==> src/rtl/mx8_rr_arbiter.sv <==
// Round-robin arbiter/sequencer for an 8:1 x WIDTH mux: picks a requester, drives the
// registered mux select, captures the mux output and hands it off over valid/ready.
module mx8_rr_arbiter #(
  parameter int unsigned WIDTH      = 4,
  parameter logic [2:0]  RESET_LAST = 3'd7
) (
  input  logic             clk,
  input  logic             reset,
  input  logic [7:0]       req,
  output logic [2:0]       sel,
  input  logic [WIDTH-1:0] mux_y,
  output logic [WIDTH-1:0] out_data,
  output logic             out_valid,
  input  logic             out_ready,
  output logic [7:0]       gnt,
  output logic             busy
);

  localparam logic [1:0] IDLE = 2'd0;
  localparam logic [1:0] SEL  = 2'd1;
  localparam logic [1:0] HOLD = 2'd2;

  logic [1:0] state;
  logic [2:0] last;
  logic [2:0] winner;

  // Search starts one past the previous winner, so a requester that stays
  // asserted goes to the back of the queue.
  always_comb begin
    logic       found;
    logic [2:0] idx;
    winner = '0;
    found  = 1'b0;
    idx    = '0;
    for (int unsigned k = 1; k <= 8; k++) begin
      idx = last + k[2:0];
      if (!found && req[idx]) begin
        winner = idx;
        found  = 1'b1;
      end
    end
  end

  always_ff @(posedge clk or posedge reset) begin
    if (reset) begin
      state     <= IDLE;
      sel       <= '0;
      out_data  <= '0;
      out_valid <= 1'b0;
      gnt       <= '0;
      busy      <= 1'b0;
      last      <= RESET_LAST;
    end else begin
      gnt <= '0;
      case (state)
        IDLE: begin
          if (req != '0) begin
            sel   <= winner;
            busy  <= 1'b1;
            state <= SEL;
          end
        end
        SEL: begin
          out_data  <= mux_y;
          out_valid <= 1'b1;
          state     <= HOLD;
        end
        HOLD: begin
          if (out_valid && out_ready) begin
            gnt       <= 8'b1 << sel;
            last      <= sel;
            out_valid <= 1'b0;
            busy      <= 1'b0;
            state     <= IDLE;
          end
        end
        default: state <= IDLE;
      endcase
    end
  end

endmodule

==> config.mk <==
export PLATFORM = sky130hd
export DESIGN_NAME = mx8_rr_arbiter
export DESIGN_NICKNAME = d
export VERILOG_FILES = /design/src/rtl/mx8_rr_arbiter.sv
export SDC_FILE = /design/constraint.sdc
export NUM_CORES = 1
export LEC_CHECK = 0
export BUFFER_PORTS_ARGS = -buffer_cell sky130_fd_sc_hd__buf_2
export CAP_MARGIN = 10
export CORE_UTILIZATION = 49
export DETAILED_ROUTE_END_ITERATION = 10
export PLACE_DENSITY = 0.75
export SLEW_MARGIN = 20
export SYNTH_ARGS = -nofsm -noshare
export SYNTH_HDL_FRONTEND = slang
export SYNTH_SLANG_ARGS = --single-unit
==> constraint.sdc <==
create_clock -name clk -period 2.9 [get_ports clk]
set_input_delay 0 -clock clk [delete_from_list [all_inputs] [get_ports clk]]
set_output_delay 0 -clock clk [all_outputs]
set_load 0.02 [all_outputs]
==> results of run 1 <==
==> through the flow <==
step	power, mW	cell area, sq um	std cells	util (%)
floorplan	1.99	1720	157	-
global placement	2.33	1920	231	57.4
detailed placement	2.38	1920	231	57.4
CTS	2.55	2010	240	60.2
global route	2.79	2040	240	61.0
finish	2.61	2040	240	61.0
==> worst paths after layout <==
kind,start,endpoint,slack [ps],cells past startpoint
setup / recovery,last[0],sel[1],150,8
hold / removal,out_ready,state[1],30,3
setup reg to reg,last[0],sel[1],150,8
hold reg to reg,busy,busy,490,2
max in group asynchronous,reset,sel[2],2050,3
min in group asynchronous,reset,gnt[7],370,3
==> worst reg2reg max path, stage by stage (launching register included) <==
cell and delay (ps):
dfstp_2 550, inv_1 80, ha_1 420, inv_2 190, mux4_2 580, nand4_2 190
a21oi_1 110, a221o_1 380, a41oi_2 190
==> layer usage <==
metal  vias up  GRT usage, %
met2        67          34.5
li1        676             -
met4         0          8.77
met5         -             0
met1       727          36.6
met3         9          3.99
==> layout make-up <==
class	count	area, sq um	area share, %
repair buffers	39	228	11.2
inverters	8	30.0	1.47
multi-input cells	121	1140	56.0
clock buffers	4	26.3	1.29
flip-flops and latches	22	554	27.2
well taps	46	57.6	2.83
==> repair_timing <==
action,CTS,global route
hold endpoints to repair,23,0
setup endpoints to repair,1,3
hold buffers,5,0
gates resized for setup,2,5
==> registers in the layout (all words and copies together), names as in the netlist <==
name,flops
gnt,8
busy,1
out_valid,1
sel,3
last,3
state,2
out_data,4
==> cell families (layout without fill, tap and decap cells) <==
family / Yosys count / in the layout
AND/OR/NAND/NOR: 50 / 50
multiplexers: 32 / 32
buffers and inverters: 14 / 51
AO/OA/AOI/OAI: 32 / 32
flip-flops: 22 / 22
XOR/XNOR: 5 / 5
adder cells (fa/ha/maj): 2 / 2
==> layout by cell type (no fill, tap or decap), types with 2 or more instances in the layout <==
cell | synthesis | layout
mux4_2 | 10 | 11
mux2i_1 | 7 | 6
mux2_2 | 6 | 6
a22o_1 | 2 | 2
buf_4 | 0 | 3
a32o_1 | 2 | 2
buf_2 | 2 | 31
nor4_1 | 2 | 2
dfrtp_1 | 19 | 19
nor3_1 | 3 | 3
inv_1 | 8 | 7
mux4_1 | 3 | 2
mux2_1 | 4 | 4
nand2b_1 | 3 | 3
nand2_1 | 16 | 16
dlygate4sd3_1 | 0 | 5
a31oi_1 | 3 | 3
a21oi_1 | 7 | 7
dfstp_2 | 3 | 3
o21ai_0 | 5 | 5
mux2i_4 | 1 | 2
nand3b_1 | 4 | 4
xor2_1 | 3 | 2
a211oi_1 | 2 | 2
clkbuf_4 | 0 | 3
nor2_1 | 12 | 12
nor2b_1 | 3 | 3
==> power groups by stage <==
| stage | Clock, mW | Sequential, mW | Combinational [mW] |
|---|---|---|---|
| finish | 0.136 | 0.569 | 1.91 |
| global route | 0.153 | 0.588 | 2.04 |
| CTS | 0.143 | 0.562 | 1.85 |
| detailed placement | 0 | 0.566 | 1.81 |
| global placement | 0 | 0.557 | 1.77 |
| floorplan | 0 | 0.597 | 1.39 |
==> impl_metrics.ini, run 1 <==
[run_status]
outcome = finished, final reports clean

[clocking]
clk_path_buf_depth = 2
cts_buffers = 3
path_clk_slew_ps = 110
post_cts_buffers = 0
cts_tree = done
clock-root-buffer = clkbuf_4
clock_latency_ps = 300
htree_levels = 1
cts.sinks = 22

[logic_synthesis]
yosys.area.top_type = dfrtp_1
ys_async_sr_fraction_pct = 100
synth.distinct_cells = 47
synth-simple-area-share_pct = 15.2
synth_top_family_by_area = multiplexers
synth_edf_count = 0
synth_area_sq_um = 1720
ys_ff_latch = 22
muxShareOfSynthArea_pct = 30.5
yosysWarnings = 0
synth_most_common_cell = dfrtp_1
synth_common_cells = 19 x dfrtp_1, 16 x nand2_1, 12 x nor2_1
synth_xor_area_share_pct = 2.55
synth.avg_cell_area_sq_um = 10.9
synth_cells = 157
synth-main-ff-cell = dfrtp_1
syn-num-nets = 174
synth_top_area_share_pct = 27.7
synth-seq-area-share_pct = 32.3
synthTopCellsByArea = dfrtp_1 28%, mux4_2 13%, dfstp_2 4.6%
synth-adder-area-share_pct = 1.46
synth-compound-area-share_pct = 13.8

[route]
vias = 1479
wl_um = 4100
wl_met1_um = 1720
viasPerCell = 6.16
firstDrtPassIters = 4
drtIter0Drc = 131
route.met2.wl_um = 2060
wl_per_cell_um = 17.1
routed.top_layer = met4
post-route-drc-count = 0
postRouteAntennaNets = 0
route.met3.wl_um = 254

[timing]
fmax_ghz = 0.363
worst_slack_ps = 146
drv_slew = 0
fin_crit_ps = 2750
layout_worst_path_cycle_share_pct = 95.0
maxSlewHeadroom_pct = 48.2
tightestPinTransition_ps = 776
whs_ps = 29.2
hold_violations = 0
rsz0062_at_grt = no
fin_worst_skew_ps = 0.789
setup_viol = 0
fin_tns_setup_ps = 0

[setup_path]
worst_setup_path_end_kind = register
critical_path_required_ps = 3130
path_buf_inv = 2
cp.arrival_ps = 2980
path_max_fanout = 6
path_delay_family = compound AO/OA/AOI/OAI gates
critPathLaunchType = register
slowest_stage = mux4_2
crit_type = reg -> reg
max_stage_delay_ps = 570
cp_cell_sequence = inv_1 > ha_1 > inv_2 > mux4_2 > nand4_2 > a21oi_1 > a221o_1 > a41oi_2

[power]
clkPwrFrac_pct = 5.2
leakage_nw = 0.864
p_int_mw = 1.34
p_sw_mw = 1.27
pwr-share-comb_pct = 73.0
seqPwrFrac_pct = 21.8
ir_worst_vdd_uv = 711
powerDensity_nw_per_um2 = 1280
p_sw_share_pct = 48.6

[die]
die_y_um = 61.2
die_w_um = 61.2
rows = 21
core-area_sq_um = 3340
start_util_pct = 51.4
dieArea_sq_um = 3740
io_pins = 32

[final_layout]
layout-drive-gt1-share_pct = 36.1
nets = 212
fill_cells = 269
n_antenna_cell = 0
area_growth_pct = 18.7

[global_route]
first_global_vias = 1352
gr-total-overflow = 0
grt_pass1_wl_um = 6420
grtUsageTotal_pct = 24.0
grt_max_degree = 23
antenna_found_initial = 0

[placement]
gp_congestion = 1.05
pre_cts_ws_ps = -25.5
port-buffer-count = 31
dp_hpwl_um = 3130

[min_path]
hold_class = in -> reg

[flow_run]
drv_cap = 0
No activity file was read; power rests on OpenSTA's default activity.
==> run 2, diff against run 1 <==
Settings changed: CORE_MARGIN set to 3.
==> run 2 against run 1 <==
  * Final area grew 3.7%
  * First-iteration DRC count shrank 3.8%
  * Core utilization grew 4.9 points
  * Global-route usage shrank 3.1 points
  * Sequential power shrank 0.7%
  * Final cell count grew 1.7%
  * Die area grew 14%
  * Count of clock-buffer cells in the layout shrank 1
  * Via count shrank 0.54%
  * Combinational power grew 4%
  * Flip-flop and latch count is the same
  * Critical path type unchanged
==> impl_metrics.ini, run 2 (synthesis results as in run 1) <==
[die]
die_y_um = 65.2
die_w_um = 65.2
io_pins = 32
core-area_sq_um = 3200
rows = 20
start_util_pct = 53.6
dieArea_sq_um = 4250

[final_layout]
area_growth_pct = 23.0
nets = 218
n_antenna_cell = 0
largest_register_ff_count = 8
regMostFlops = gnt
reg.largest.list = gnt x8, out_data x4
layout-drive-gt1-share_pct = 38.5
final_cell_mix = 31 x buf_2, 19 x dfrtp_1, 16 x nand2_1
layout_commonest_cell = buf_2
fill_cells = 260

[power]
powerDensity_nw_per_um2 = 1320
ir_worst_vdd_uv = 717
p_int_mw = 1.50
clkPwrFrac_pct = 8.3
pwr-share-comb_pct = 71.5
seqPwrFrac_pct = 20.2
leakage_nw = 0.903
p_sw_share_pct = 46.3
p_sw_mw = 1.29

[setup_path]
max_stage_delay_ps = 560
path_max_fanout = 6
critical_path_required_ps = 3080
slowest_stage = dfstp_2
cp_cell_sequence = inv_1 > ha_4 > mux4_2 > mux2i_1 > a32o_1 > nor4b_4 > buf_4 > a31o_1 > a41oi_2
cp.arrival_ps = 2910
worst_setup_path_end_kind = register
critPathLaunchType = register
crit_type = reg -> reg

[route]
viasPerCell = 6.03
vias = 1471
wl_per_cell_um = 17.0
drtIter0Drc = 126
wl_um = 4160
post-route-drc-count = 0
postRouteAntennaNets = 0
firstDrtPassIters = 7

[min_path]
hold_class = in -> reg

[clocking]
clk_path_buf_depth = 2
cts_buffers = 3
clock_latency_ps = 310
cts_tree = done
cts.sinks = 22
path_clk_slew_ps = 130
htree_levels = 1
clock-root-buffer = clkbuf_4

[placement]
pre_cts_ws_ps = 32.2
dp_hpwl_um = 3170
port-buffer-count = 31
gp_congestion = 0.959

[global_route]
grtUsageMet3_pct = 4.79
grt_max_degree = 23
gr-total-overflow = 0
antenna_found_initial = 0
met2_usage_pct = 35.0
grt_pass1_wl_um = 6890
grtUsageMet1_pct = 28.8
first_global_vias = 1408
grtUsageTotal_pct = 20.9
top_usage_layer = met2

[timing]
hold_violations = 0
fin_worst_skew_ps = 10.2
rsz0062_at_grt = no
maxSlewHeadroom_pct = 47.6
fmax_ghz = 0.367
layout_worst_path_cycle_share_pct = 94.1
drv_slew = 0
setup_viol = 0
fin_crit_ps = 2730
worst_slack_ps = 172
tightestPinTransition_ps = 786
fin_tns_setup_ps = 0

[flow_run]
drv_cap = 0

[run_status]
outcome = finished, final reports clean
## run 2: cell types whose count changed in the layout (fill, tap and decap cells not counted), sizes merged
cell,change
buf,+5
bufinv,+1
clkbuf,-1
dlygate4sd3,+1
## run 2: final timing paths
path	start	slack [ps]	endpoint	cells after the start
max	last[0]	170	sel[1]	9
min	req[1]	350	busy	4
max reg2reg	last[0]	170	sel[1]	9
min reg2reg	busy	500	busy	2
max in group asynchronous	reset	2040	gnt[2]	3
min in group asynchronous	reset	360	out_data[1]	3
## run 2: metrics by stage
stage	power, mW	area, sq um	cells	utilization, %	hold slack, ps
after global routing	3.00	2110	244	65.9	338
final	2.79	2110	244	65.9	347
after floorplan	1.99	1720	157	-	-13.0
after detailed placement	2.42	1940	232	60.5	185
after global placement	2.35	1940	232	60.5	167
after CTS	2.67	2040	241	63.8	2.13
## run 2: metal layers
| metal | routed length, um | vias to the layer above |
|---|---|---|
| met5 | 0 | - |
| met2 | 2180 | 51 |
| met1 | 1730 | 731 |
| met4 | 8 | 0 |
| li1 | - | 687 |
| met3 | 242 | 2 |
## run 2: timing repair
item / 4_1_cts / 5_1_grt
hold buffers: 5 / 1
buffers inserted: 0 / 2
gates resized for setup: 1 / 8
endpoints found under the hold margin: 23 / 1
setup endpoints to repair: 1 / 3
cloned: 0 / 0
## run 2: area by class of cell
class	instances	area (sq um)	area share (%)
Multi-Input combinational cell	121	1140	54.0
Sequential cell	22	554	26.2
Timing Repair Buffer	45	279	13.2
Tap cell	44	55.1	2.61
Clock inverter	1	30.0	1.42
Inverter	8	30.0	1.42
Clock buffer	3	22.5	1.07
## run 2: power by group through the flow
stage,clock network (mW),registers (mW),logic (mW)
after CTS,0.234,0.559,1.88
after detailed placement,0,0.565,1.85
after global placement,0,0.557,1.79
final,0.232,0.565,1.99
after global routing,0.254,0.585,2.16
after floorplan,0,0.597,1.39
## run 2: worst max-delay path: cells and delay by family (launching register included)
family | cells | cell delay (ps)
buffers and inverters | 2 | 290
adders and majority gates | 1 | 340
and+or+nand+nor | 1 | 280
muxes | 2 | 710
DFF | 1 | 560
AOI/OAI and AO/OA | 3 | 410
==> run 3, diff against run 2 <==
Settings changed: ABC_AREA set to 1, CORE_MARGIN 3 to not set, CTS_BUF_LIST set to sky130_fd_sc_hd__clkbuf_4.
==> run 3 against run 2 <==
  * Non-clock buffer count decreased by 7
  * Core utilization is 6.0 points lower
  * Synthesized area decreased by 8.6%
  * Clock power down 36%
  * Register-to-register slack better by 180 ps
  * Hold slack worse by 66 ps
  * Critical path depth grew 5
  * Critical endpoint unchanged
  * Global-route usage increased by 0.26 points
  * Wire length is 22% lower
  * Worst setup slack better by 180 ps
  * Final cell count increased by 19%
  * Highest routed layer unchanged
  * Largest cell class unchanged
==> impl_metrics.ini, run 3 <==
[run_status]
outcome = finished, final reports clean

[logic_synthesis]
ys_async_sr_fraction_pct = 100
synthTopCellsByArea = dfrtp_1 30%, nand2_1 16%, nand3_2 6.4%
syn-num-nets = 228
synth.avg_cell_area_sq_um = 7.44
ys_ff_latch = 22
synth_top_area_share_pct = 30.3
synth_area_sq_um = 1570
synth_common_cells = 66 x nand2_1, 19 x dfrtp_1, 18 x nand3_1
synth_cells = 211
synth_edf_count = 0
synth-main-ff-cell = dfrtp_1
synth_most_common_cell = nand2_1
yosys.area.top_type = dfrtp_1
synth.distinct_cells = 33
synth-seq-area-share_pct = 35.3
yosysWarnings = 0

[route]
viasPerCell = 4.89
wl_um = 3260
drtIter0Drc = 42
wl_per_cell_um = 11.2
postRouteAntennaNets = 0
vias = 1418
firstDrtPassIters = 4
post-route-drc-count = 0

[placement]
port-buffer-count = 31
pre_cts_ws_ps = 380
dp.cells = 280
dp_hpwl_um = 2490
placed_cell_area_sq_um = 1740
gp_congestion = 0.950

[clocking]
cts_buffers = 3
clk_path_buf_depth = 2
clock-root-buffer = clkbuf_4
cts_resized = 0
cts_tree = done
clock_latency_ps = 300
cts.sinks = 22
htree_levels = 1
path_clk_slew_ps = 110
post_cts_buffers = 0

[setup_path]
critical_path_required_ps = 3110
cp.arrival_ps = 2750
crit_type = reg -> reg
path_max_fanout = 11
critPathLaunchType = register
worst_setup_path_end_kind = register

[die]
die_w_um = 58.6
dieArea_sq_um = 3430
io_pins = 32
rows = 20
die_y_um = 58.6
core-area_sq_um = 3050
start_util_pct = 51.4

[final_layout]
nets = 264
final_cell_mix = 66 x nand2_1, 31 x buf_2, 19 x dfrtp_1
regMostFlops = gnt
largest_register_ff_count = 8
n_antenna_cell = 0
multi_input_area_sq_um = 888
design_area_sq_um = 1830
layout_commonest_cell = nand2_1
fill_cells = 284
reg.largest.list = gnt x8, out_data x4
fin_util_pct = 59.9
stdcell_count = 290
layout-drive-gt1-share_pct = 30.5
area_growth_pct = 16.6
seq_area_sq_um = 554

[timing]
fin_worst_skew_ps = 1.05
fmax_ghz = 0.393
fin_tns_setup_ps = 0
fin_crit_ps = 2540
maxSlewHeadroom_pct = 47.4
layout_worst_path_cycle_share_pct = 87.7
tightestPinTransition_ps = 788
rsz0062_at_grt = no
drv_slew = 0
hold_violations = 0
worst_slack_ps = 356
setup_viol = 0

[global_route]
grt_pass1_wl_um = 5580
grt_max_degree = 23
antenna_found_initial = 0
gr-total-overflow = 0
grtUsageTotal_pct = 21.2
first_global_vias = 1280

[flow_run]
drv_cap = 0

[power]
leakage_nw = 0.977
powerDensity_nw_per_um2 = 1320
ir_worst_vdd_uv = 755

[min_path]
hold_class = in -> reg
-- run 3: metal layers --
layer,vias to the layer above,global-route usage (%),wire [um]
met2,29,34.6,1530
met3,2,4.62,167
met5,-,0,0
met4,0,3.06,18
li1,753,-,-
met1,634,29.6,1550
-- run 3: area by class of cell --
| cell class | count | area share (%) |
|---|---|---|
| Multi-Input combinational cell | 161 | 48.6 |
| Sequential cell | 22 | 30.3 |
| Timing Repair Buffer | 38 | 12.2 |
| Inverter | 21 | 4.31 |
| Tap cell | 44 | 3.01 |
| Clock buffer | 4 | 1.64 |
-- run 3: path summary, 6_finish.rpt --
check / start / to / slack (ps) / cells past startpoint
worst max-delay path: last[0] / sel[1] / 360 / 14
worst min-delay path: req[1] / state[0] / 280 / 4
worst max register to register: last[0] / sel[1] / 360 / 14
worst min register to register: out_valid / out_valid / 510 / 2
max in group asynchronous: reset / state[0] / 2030 / 3
min in group asynchronous: reset / gnt[7] / 380 / 3
-- run 3: stage by stage --
stage | hold slack [ps] | power (mW)
floorplan | -13.0 | 1.97
global placement | 178 | 2.27
detailed placement | 191 | 2.26
CTS | 285 | 2.42
global route | 355 | 2.69
finish | 281 | 2.42
-- run 3: repair_timing --
item	4_1_cts	5_1_grt
setup endpoints to repair	0	0
hold endpoints to repair	24	0
hold buffers	6	0
-- run 3: cell families (layout without fill, tap and decap cells) --
logic type / after synthesis / after routing / share of synthesized area [%]
DFF: 22 / 22 / 35.3
and+or+nand+nor: 141 / 141 / 46.3
adders and majority gates: 2 / 2 / 1.59
AOI/OAI and AO/OA: 11 / 11 / 3.75
muxes: 4 / 4 / 2.87
xor gates and xnor gates: 3 / 3 / 2.15
buffers and inverters: 28 / 63 / 8.05
-- run 3: critical path: stages (launching register included) --
cell     delay [ps]
dfstp_2         660
inv_2           180
ha_1            450
inv_2           150
nand3_2         100
nand3_2          90
nand2_4          80
nor2_8          130
nand4_2         100
nor2_4          140
nand2_2          80
o21ai_1         130
inv_1            50
nand2_1          60
nand2_1          40
-- run 3: report_power, final --
part / total, mW / switching [mW] / internal (mW)
registers: 0.543 / 0.118 / 0.425
clock network: 0.149 / 0.0859 / 0.0630
logic: 1.73 / 1.13 / 0.601
